File: config.mk
export PLATFORM = sky130hd
export DESIGN_NAME = rr_packet_arbiter
export DESIGN_NICKNAME = d
export VERILOG_FILES = /design/src/rtl/rr_packet_arbiter.sv
export SDC_FILE = /design/constraint.sdc
export NUM_CORES = 1
export LEC_CHECK = 0
export ABC_AREA = 1
export CAP_MARGIN = 25
export CORE_MARGIN = 10
export CORE_UTILIZATION = 49
export DETAILED_ROUTE_END_ITERATION = 10
export HOLD_SLACK_MARGIN = 0.12
export PLACE_DENSITY = 0.81
export SLEW_MARGIN = 20
export SYNTH_ARGS = -nofsm -noshare
export SYNTH_HDL_FRONTEND = slang
export SYNTH_SLANG_ARGS = --single-unit
File: constraint.sdc
create_clock -name i_clock -period 2.5 [get_ports i_clock]
set_input_delay 0.625 -clock i_clock [delete_from_list [all_inputs] [get_ports i_clock]]
set_output_delay 0.625 -clock i_clock [all_outputs]
set_load 0.02 [all_outputs]
File: src/rtl/rr_packet_arbiter.sv
// Round-robin packet arbiter: grant held per packet, output through a
// 2-entry skid stage so upstream readies never see i_data_ready combinationally.
module rr_packet_arbiter #(
  parameter int NUM_REQ = 4,
  parameter int DWIDTH  = 8,
  parameter int IDWIDTH = 2
) (
  input  logic                      i_clock,
  input  logic                      i_reset_n,
  input  logic [NUM_REQ*DWIDTH-1:0] i_data,
  input  logic [NUM_REQ-1:0]        i_data_valid,
  input  logic [NUM_REQ-1:0]        i_data_last,
  output logic [NUM_REQ-1:0]        o_data_ready,
  output logic [DWIDTH-1:0]         o_data,
  output logic                      o_data_last,
  output logic [IDWIDTH-1:0]        o_data_id,
  output logic                      o_data_valid,
  input  logic                      i_data_ready,
  output logic                      o_busy
);

  typedef enum logic {
    S_IDLE   = 1'b0,
    S_LOCKED = 1'b1
  } state_t;

  state_t             r_state;
  state_t             w_state_nxt;
  logic [IDWIDTH-1:0] r_grant;
  logic [IDWIDTH-1:0] w_grant_nxt;
  logic [IDWIDTH-1:0] r_ptr;
  logic [IDWIDTH-1:0] w_ptr_nxt;
  logic [IDWIDTH-1:0] w_idx;
  logic [IDWIDTH-1:0] w_pick;
  logic               w_found;

  logic [1:0]         r_cnt;
  logic [1:0]         w_cnt_nxt;
  logic [DWIDTH-1:0]  r_hd_data;
  logic [DWIDTH-1:0]  r_tl_data;
  logic               r_hd_last;
  logic               r_tl_last;
  logic [IDWIDTH-1:0] r_hd_id;
  logic [IDWIDTH-1:0] r_tl_id;

  logic [NUM_REQ-1:0] r_ready;
  logic [NUM_REQ-1:0] w_ready_nxt;
  logic [DWIDTH-1:0]  w_in_data;
  logic               w_in_last;
  logic               w_sel_valid;
  logic               w_sel_rdy;
  logic               w_push;
  logic               w_pop;

  // First valid requester at or after the rr pointer, wrapping.
  always_comb begin
    w_found = 1'b0;
    w_pick  = '0;
    w_idx   = r_ptr;
    for (int i = 0; i < NUM_REQ; i++) begin
      for (int k = 0; k < NUM_REQ; k++) begin
        if (!w_found && (w_idx == IDWIDTH'(k)) && i_data_valid[k]) begin
          w_found = 1'b1;
          w_pick  = w_idx;
        end
      end
      w_idx = (w_idx == IDWIDTH'(NUM_REQ-1)) ? '0 : w_idx + 1'b1;
    end
  end

  always_comb begin
    w_sel_valid = 1'b0;
    w_sel_rdy   = 1'b0;
    w_in_last   = 1'b0;
    w_in_data   = '0;
    for (int k = 0; k < NUM_REQ; k++) begin
      if (r_grant == IDWIDTH'(k)) begin
        w_sel_valid = i_data_valid[k];
        w_sel_rdy   = r_ready[k];
        w_in_last   = i_data_last[k];
        w_in_data   = i_data[k*DWIDTH +: DWIDTH];
      end
    end
  end

  assign w_push = w_sel_valid & w_sel_rdy;
  assign w_pop  = (r_cnt != 2'd0) & i_data_ready;

  always_comb begin
    w_cnt_nxt = r_cnt;
    if (w_push && !w_pop) begin
      w_cnt_nxt = r_cnt + 2'd1;
    end else if (!w_push && w_pop) begin
      w_cnt_nxt = r_cnt - 2'd1;
    end
  end

  always_comb begin
    w_state_nxt = r_state;
    w_grant_nxt = r_grant;
    w_ptr_nxt   = r_ptr;
    unique case (r_state)
      S_IDLE: begin
        if (w_found) begin
          w_state_nxt = S_LOCKED;
          w_grant_nxt = w_pick;
        end
      end
      S_LOCKED: begin
        if (w_push && w_in_last) begin
          w_state_nxt = S_IDLE;
          w_ptr_nxt   = (r_grant == IDWIDTH'(NUM_REQ-1)) ?
                        '0 : r_grant + 1'b1;
        end
      end
    endcase
  end

  // Ready is the registered image of next state/grant/occupancy.
  always_comb begin
    w_ready_nxt = '0;
    for (int k = 0; k < NUM_REQ; k++) begin
      if ((w_state_nxt == S_LOCKED) && (w_cnt_nxt < 2'd2) &&
          (w_grant_nxt == IDWIDTH'(k))) begin
        w_ready_nxt[k] = 1'b1;
      end
    end
  end

  always_ff @(posedge i_clock or negedge i_reset_n) begin
    if (!i_reset_n) begin
      r_state   <= S_IDLE;
      r_grant   <= '0;
      r_ptr     <= '0;
      r_ready   <= '0;
      r_cnt     <= 2'd0;
      r_hd_data <= '0;
      r_hd_last <= 1'b0;
      r_hd_id   <= '0;
      r_tl_data <= '0;
      r_tl_last <= 1'b0;
      r_tl_id   <= '0;
    end else begin
      r_state <= w_state_nxt;
      r_grant <= w_grant_nxt;
      r_ptr   <= w_ptr_nxt;
      r_ready <= w_ready_nxt;
      r_cnt   <= w_cnt_nxt;
      if (w_push && ((r_cnt == 2'd0) || ((r_cnt == 2'd1) && w_pop))) begin
        r_hd_data <= w_in_data;
        r_hd_last <= w_in_last;
        r_hd_id   <= r_grant;
      end else if (w_pop && (r_cnt == 2'd2)) begin
        r_hd_data <= r_tl_data;
        r_hd_last <= r_tl_last;
        r_hd_id   <= r_tl_id;
      end
      if (w_push && (r_cnt == 2'd1) && !w_pop) begin
        r_tl_data <= w_in_data;
        r_tl_last <= w_in_last;
        r_tl_id   <= r_grant;
      end
    end
  end

  assign o_data_ready = r_ready;
  assign o_data       = r_hd_data;
  assign o_data_last  = r_hd_last;
  assign o_data_id    = r_hd_id;
  assign o_data_valid = (r_cnt != 2'd0);
  assign o_busy       = (r_state == S_LOCKED) | (r_cnt != 2'd0);

endmodule

==> metrics <==
max-cap check violation count=0; via count=about 2200; largest net degree at the start of global routing=34; Finish-stage setup viols=0; PD cells=1130 nW/um^2; RSZ-0062 raised after global routing=no; DR pass1 iterations=4; post-synth top area share=0.369; Port Buf Inserts=59; Overflow after GRT=0; CTS Hold Bufs=0; main area contributors after synthesis=dfrtp_1 (37%), nand2_1 (14%), nand3_1 (8.5%), ha_1 (8.4%), inv_1 (4.0%); placer congestion estimate=between 0.8 and 0.9; share of cells above drive strength 1=0.125; Clock transition at path regs=0.06 ns; initial core utilization=0.511; first-pass GRT wire length=between 9 and 10 mm; Root Buffer=clkbuf_8; Setup WS post-layout=roughly 0.2 ns; Post-Syn Nets=about 350; largest area contributor in the netlist=dfrtp_1; post-DR wirelength/cell=around 15 um; Fmax achieved=approximately 0.43 GHz; hpwl dp=a little under 5 mm; Post-DRT Antenna Nets=0; WP data required=~1.9 ns; DIE AREA=roughly 7700 um^2; Yosys cell types=29; Seq cells post-synth=33; clock skew=0.00379 ns; max_slew headroom=0.728; Hold Crit Depth=2; Netlist Area Pre-Place=~2200 um^2; Area Growth Syn to Fin=34.4%; CP max FO=3; Vert. Die Dim=approximately 88 um; leak pwr=roughly 1.4 nW; Power, Total=3.40 mW; YS warnings=0; Worst setup EP type=output port; post-DR vias/cell=roughly 5.3; max-slew violations=0; num rows=24; Longest Clk Path Bufs=2; final wirelength=between 6 and 7 mm; H-tree depth=2; worst reg2reg path depth=14; Boundary Pins=60; CP Data Arrival Time=about 1.7 ns; endpoints failing hold=0; status=finished clean; DRC errors left=0; vias in the first global route=approximately 2000; setup TNS=0 ns; # diodes=0; Syn Inst Count=291; VDD IR max=approximately 0.61 mV; initial antenna violation count=0; Clock Latency Late Sink=~0.28 ns; reg-to-reg slack, setup=around 0.20 ns; worst slack, placed=between 0.04 and 0.05 ns; Tot GR Track Use=0.156; Final min period=2.30 ns; fin crit share=0.922; clk sink count=33; Final #Nets=~420; Core ar.=between 4000 and 5000 um^2; CTS tree=built; initial DRC count=161; syn_area_per_cell=around 7.7 um^2; register area share after synthesis=0.369; Setup CP Type=register to output port; worst hold path type=register to register; worst-margin pin slew=between 0.4 and 0.5 ns; die span in x=slightly below 90 um; Startpoint Class=register; cts bufs inserted=5
[layout make-up]
cell class | instances | area [um^2]
Clock buffer | 7 | 86.3
Fill cell | 382 | 1370
Multi-Input combinational cell | 222 | 1250
Timing Repair Buffer | 70 | 673
Tap cell | 52 | 65.1
Inverter | 28 | 110
Sequential cell | 33 | 826
[routing by layer]
metal | global-route usage | up-vias | share of wire
li1 | - | 1101 | -
met1 | 0.204 | 984 | 0.45
met2 | 0.235 | 71 | 0.46
met3 | 0.0474 | 10 | 0.081
met4 | 0.0594 | 0 | 0.016
met5 | 0 | - | 0
[synthesized netlist by cell type (all sizes together)]
cell type and instances:
inv 27, dfrtp 33, nor2 23, clkinv 1, nand3 46, nand2 89, o21ai 12, buf 7
or2 1, a31oi 9, ha 15, clkbuf 1, nand4 3, a21oi 13, o211ai 10, xnor2 1
[kinds of logic after synthesis]
| kind of cell | synth area share |
|---|---|
| AOI/OAI and AO/OA | 0.121 |
| xor gates and xnor gates | 0.00391 |
| adders and majority gates | 0.0838 |
| buffers and inverters | 0.0732 |
| DFF | 0.369 |
| and+or+nand+nor | 0.350 |
[metrics by stage]
stage                     utilization  area (um^2)  instances  hold slack [ns]
after floorplan                     -         2240        291            0.329
after detailed placement        0.665         2920        404            0.474
final                           0.687         3010        412            0.492
after global routing            0.687         3010        412            0.532
after CTS                       0.685         3000        411            0.489
after global placement          0.665         2920        404            0.468
[worst max-delay path, stage by stage, from the launching register on]
cell,delay (ns)
dfrtp_1,0.37
inv_1,0.08
ha_1,0.24
inv_1,0.09
clkdlybuf4s50_1,0.62
[layout by cell type, fill, tap and decap left out, types with 3 or more instances in the layout]
cell	n
nand4_1	3
clkbuf_8	6
inv_1	24
nand2_1	83
clkdlybuf4s50_1	59
inv_2	3
o211ai_1	10
a21oi_1	11
nand2_2	5
nand3_1	38
o21ai_0	10
buf_4	11
a31oi_1	8
nor2_4	3
ha_1	15
nor2_2	4
nand3_2	6
dfrtp_1	33
nor2_1	16
[what timing repair did]
action,4_1_cts,5_1_grt
resized for setup,0,0
endpoints found under the setup margin,0,5
setup buffers,0,1
[report_power, final]
| group | leakage (nW) | switching [mW] | total (mW) | internal, mW |
|---|---|---|---|---|
| registers | 0.416 | 0.165 | 0.931 | 0.765 |
| logic | 0.969 | 1.26 | 2.08 | 0.822 |
| clock network | 0.0443 | 0.175 | 0.393 | 0.218 |
| total | 1.43 | 1.60 | 3.40 | 1.81 |
[sequential cells by signal (all words and copies together), names as in the netlist]
signal        flops
o_data_ready      4
r_grant           2
r_ptr             2
r_tl_id           2
o_data            8
r_tl_data         8
o_data_last       1
r_tl_last         1
r_cnt             2
o_data_id         2
r_state           1
[path summary, 6_finish.rpt]
check / from / end
max: r_cnt[0] / o_data_valid
min: r_tl_id[1] / r_tl_id[1]
max reg2reg: r_grant[1] / o_data_ready[3]
min reg2reg: r_tl_id[1] / r_tl_id[1]
max in group asynchronous: i_reset_n / r_grant[0]
min in group asynchronous: i_reset_n / o_data[6]
No activity file was read; power rests on OpenSTA's default activity.
==> patch 1, RTL diff (same flow settings) <==
Make the reset (`i_reset_n`) synchronous in one clocked block.
--- a/src/rtl/rr_packet_arbiter.sv
+++ b/src/rtl/rr_packet_arbiter.sv
@@ -129,3 +129,3 @@
 
-  always_ff @(posedge i_clock or negedge i_reset_n) begin
+  always_ff @(posedge i_clock) begin
     if (!i_reset_n) begin
Formal check against the unedited RTL: differs if i_reset_n is asserted again (counterexample within 4 cycles, from zero or initial values and one cycle with i_reset_n low); with i_reset_n held inactive, the same outputs for 10 cycles.
==> patch 1 against the unedited design <==
  * First-iteration DRC count grew 14%
  * Worst setup slack improved by 0.0021 ns
  * Routed wire length rose by 2.5%
  * Critical endpoint is now o_data_ready[1]$_SDFF_PN0_
  * Critical path type is now in -> reg
  * Largest cell class unchanged
  * Area after synthesis decreased by 6.1%
  * Sequential cell count unchanged
  * Via count increased by 4.5%
  * Final area decreased by 2.0%
Power is not compared: it rests on default switching activity, and its combinational part moved more than twofold at a synthesized area within 25%.
==> patch 1: results (changes against the unedited design) <==
Dominant cells by area after synthesis - dfxtp_1, nand2_1, ha_1
Port Buffers - 59 (unchanged)
R2R Path End - o_data_ready[1]$_SDFF_PN0_
Ys flop type - dfxtp_1
Total Routing Usage GR - 16.9% (+1.3 points)
Fin crit period - 2.30 ns (-0.00205 ns)
Proportion of layout cells with a drive suffix above 1 - 12.3% (-0.16 points)
CTS Buf Count - 5 (unchanged)
Sequential area share after synthesis - 31.4% (-5.4 points)
Status - completed
Reg clk slew, reported paths - 0.07 ns
Largest net degree at the start of global routing - 21 (-38%)
R2R cell count - 17 (+3)
Seq pwr - 623 µW
Slew headroom - 71.7% (-1.1 points)
Hold WC Path Type - reg -> reg
Vias in the first global route - 2270 (+11%)
Clock Path Buffers - 2 (unchanged)
Syn nets - 366 (+4.9%)
Initial antenna violation count - 0 (unchanged)
VDD IR max - 0.303 mV
Pre-antenna DRT Iters - 4 (unchanged)
End of the worst hold path - o_data[5]$_SDFFE_PN0P_
Reg-to-reg startpoint - r_grant[1]$_SDFF_PN0_
Synth cell types - 31 (+6.9%)
Pre-CTS setup slack - -0.0962 ns (-0.143 ns)
YS warnings - 0 (unchanged)
Post-DP HPWL - 4800 µm (-0.67%)
Fillers - 369 (-3.4%)
Hold wc startpoint - o_data[5]$_SDFFE_PN0P_
Clk_skew - 0.00964 ns (+0.00585 ns)
Global-route wire length before repair - 10400 µm (+7.7%)
WL/cell - 14.3 µm (-2.0%)
Nets@finish - 438 (+4.8%)
Routability cong. - 0.849 (+4.8%)
CTS root buf - clkbuf_8
Most common library cells after synthesis - nand2_1, dfxtp_1, nor2_1
Crit path DAT - 2.52 ns (+0.84 ns)
Clk pwr - 439 µW
Leakage - 1.25 nW
Reg2Reg Setup Slack - 0.26 ns (+0.06 ns)
Ant. Diodes - 0 (unchanged)
CTS HTree Levels - 2 (unchanged)
Max FO, Critical Path - 3 (unchanged)
FFs w/ async S/R, synth - 0% (-100 points)
Initial DRC count - 183 (+14%)
Post-CTS Setup Inserts - 0 (unchanged)
Switching power - 688 µW
Cell count of the worst hold path - 2 (unchanged)
Mean number of vias per cell - 5.25 (-0.13%)
==> patch 1: cell types whose count changed in the layout (fill, tap and decap cells not counted), moves of 3 or more <==
| cell | delta |
|---|---|
| dfrtp_1 | -33 |
| nand3_1 | -12 |
| dfxtp_1 | +32 |
| nand3_2 | -4 |
| nor2_1 | +14 |
| o21ai_1 | +5 |
| nand2_2 | -3 |
| a31oi_1 | +9 |
| buf_4 | +6 |
==> patch 1: what timing repair did <==
| action | CTS | global route |
|---|---|---|
| endpoints found under the setup margin | 0 | 15 |
| hold endpoints to repair | 0 | 0 |
| resized for setup | 0 | 6 |
==> patch 1: layer usage <==
| metal | share of wire [%] | track usage, % | vias up |
|---|---|---|---|
| met5 | 0 | 0 | - |
| met4 | 0.89 | 4.49 | 0 |
| met3 | 7.6 | 5.58 | 6 |
| met2 | 45 | 26.7 | 72 |
| met1 | 46 | 21.5 | 1012 |
| li1 | - | - | 1173 |
==> patch 1: cell families (layout without fill, tap and decap cells) <==
kind of cell               Yosys count  after routing  share of synthesized area (%)
AOI/OAI and AO/OA                   63             63                           18.5
DFF                                 33             33                           31.4
buffers and inverters               41            114                           8.39
adders and majority gates           15             15                           8.93
xor gates and xnor gates             1              1                          0.417
and+or+nand+nor                    155            155                           32.4
==> patch 1: how the worst max path moves through the flow <==
stage,from,endpoint,depth (start not counted)
finish,i_data_valid[2],o_data_ready[1]$_SDFF_PN0_,14
global route,i_data_valid[2],o_data_ready[1]$_SDFF_PN0_,14
CTS,r_grant[1]$_SDFF_PN0_,o_data_ready[1]$_SDFF_PN0_,16
detailed placement,i_data_valid[2],o_data_ready[1]$_SDFF_PN0_,14
global placement,i_data_valid[2],o_data_ready[0]$_SDFF_PN0_,14
floorplan,r_grant[1]$_SDFF_PN0_,o_data_ready[1]$_SDFF_PN0_,16
==> patch 1: layout make-up <==
type,instances,area share (%)
Clock inverter,1,0.170
Multi-Input combinational cell,234,43.2
Tap cell,50,2.12
Inverter,29,3.77
Timing Repair Buffer,77,25.0
Clock buffer,7,3.27
Sequential cell,33,22.4
==> patch 1: critical path, stage by stage <==
cell	delay (ns)
clkdlybuf4s50_1	0.48
nand2_1	0.05
a21oi_1	0.12
nand2_1	0.11
o21ai_4	0.11
inv_4	0.05
ha_1	0.21
o21ai_0	0.16
nand2_1	0.06
o21ai_0	0.10
inv_1	0.08
nor2_2	0.13
nand4_1	0.12
nor2_1	0.12
==> patch 1: per-stage QoR <==
step	hold slack, ns	area, µm²	setup TNS [ns]	power, mW	instances
2_1_floorplan	0.467	2100	0	1.11	308
3_3_place_gp	0.465	2840	-0.0223	1.40	423
3_5_place_dp	0.468	2840	-0.329	1.42	423
4_1_cts	0.479	2940	0	1.86	431
5_1_grt	0.503	2950	0	1.99	431
6_report	0.478	2950	0	1.86	431
==> patch 2, RTL diff (same settings) <==
Made on the original files. Change the parameter `IDWIDTH` from 2 to 4.
--- a/src/rtl/rr_packet_arbiter.sv
+++ b/src/rtl/rr_packet_arbiter.sv
@@ -5,3 +5,3 @@
   parameter int DWIDTH  = 8,
-  parameter int IDWIDTH = 2
+  parameter int IDWIDTH = 4
 ) (
Ports: changed (resized o_data_id); port bits go from 60 to 62. The function was not compared with the original's and may differ.
==> patch 2 against the unedited design <==
  * Worst setup slack got worse by 0.032 ns
  * First-iteration DRC count up 4.3%
  * Routed wire length grew 35%
  * Final area rose by 23%
  * Area after synthesis increased by 23%
  * Sequential cell count grew 8
  * Highest routed layer unchanged
Power is left out: it rests on default switching activity, and per cell area and clock period it moved more than threefold.
==> patch 2: results (changes against the unedited design) <==
M2 GR Usage - 28.4% (+4.9 points)
Hold slack - 0.273 ns (-0.219 ns)
Dominant cells by area after synthesis - dfrtp_1, nand2_1, nand3_1
Most common library cells after synthesis - nand2_1, nand3_1, inv_1
Inverters - 52 (+86%)
Syn_area_per_cell - 7.55 µm² (-1.9%)
Reg clk slew, reported paths - 0.08 ns (+0.02 ns)
Post-synthesis adder-cell area fraction - 6.83% (-1.5 points)
Clk_skew - 0.00679 ns (+0.00300 ns)
Routability cong. - 0.995 (+23%)
Fillers - 481 (+26%)
Proportion of layout cells with a drive suffix above 1 - 16.7% (+4.2 points)
Met3 Resource Use GR - 3.81% (-0.93 points)
Largest net degree at the start of global routing - 22 (-35%)
Xor and xnor fraction of the mapped netlist area - 0.319% (-0.072 points)
Vias in the first global route - 2675 (+31%)
Wl on met1 - 3750 µm (+40%)
Met1 Use GR - 24.8% (+4.5 points)
Syn nets - 422 (+21%)
R2R Path End - o_data_ready[0]$_DFF_PN0_
Sequential share of cell area - 27.8% (+0.37 points)
Crit path DAT - 1.71 ns (+0.03 ns)
Initial DRC count - 168 (+4.3%)
Status - completed
Sequential area share after synthesis - 37.3% (+0.47 points)
Clock-cell share - 2.47% (-0.40 points)
Mean number of vias per cell - 5.33 (+1.4%)
Port Buffers - 61 (+3.4%)
Clock Sinks - 41 (+24%)
Post-Route WL - 8110 µm (+35%)
Reg-to-reg startpoint - r_ptr[0]$_DFFE_PN0P_
Bufs w/o clock - 88 (+26%)
Worst slew pin tran - 0.483 ns (+0.0753 ns)
==> patch 2: cell count changes in the layout (fill, tap and decap cells not counted), moves of 9 or more <==
cell / change
inv_1: +18
buf_4: +16
nand3_1: +12
nand2_1: +10
o21ai_0: +9
==> patch 2: per-stage QoR <==
step / setup WS (ns) / TNS, ns / area (µm²)
2_1_floorplan: 0.365 / 0 / 2750
3_3_place_gp: -0.0394 / -0.127 / 3570
3_5_place_dp: -0.0900 / -0.312 / 3570
4_1_cts: 0.0735 / 0 / 3660
5_1_grt: 0.00504 / 0 / 3690
6_report: 0.163 / 0 / 3690
==> patch 2: cell families (layout without fill, tap and decap cells) <==
group / after synthesis / after routing
AO/OA/AOI/OAI: 52 / 52
XOR/XNOR: 1 / 1
adder cells (fa/ha/maj): 15 / 15
buffers and inverters: 63 / 148
flip-flops: 41 / 41
AND/OR/NAND/NOR: 192 / 192
==> patch 2: what timing repair did <==
item	in CTS	in global routing
resized for setup	0	5
endpoints found under the setup margin	0	6
setup buffers	0	2
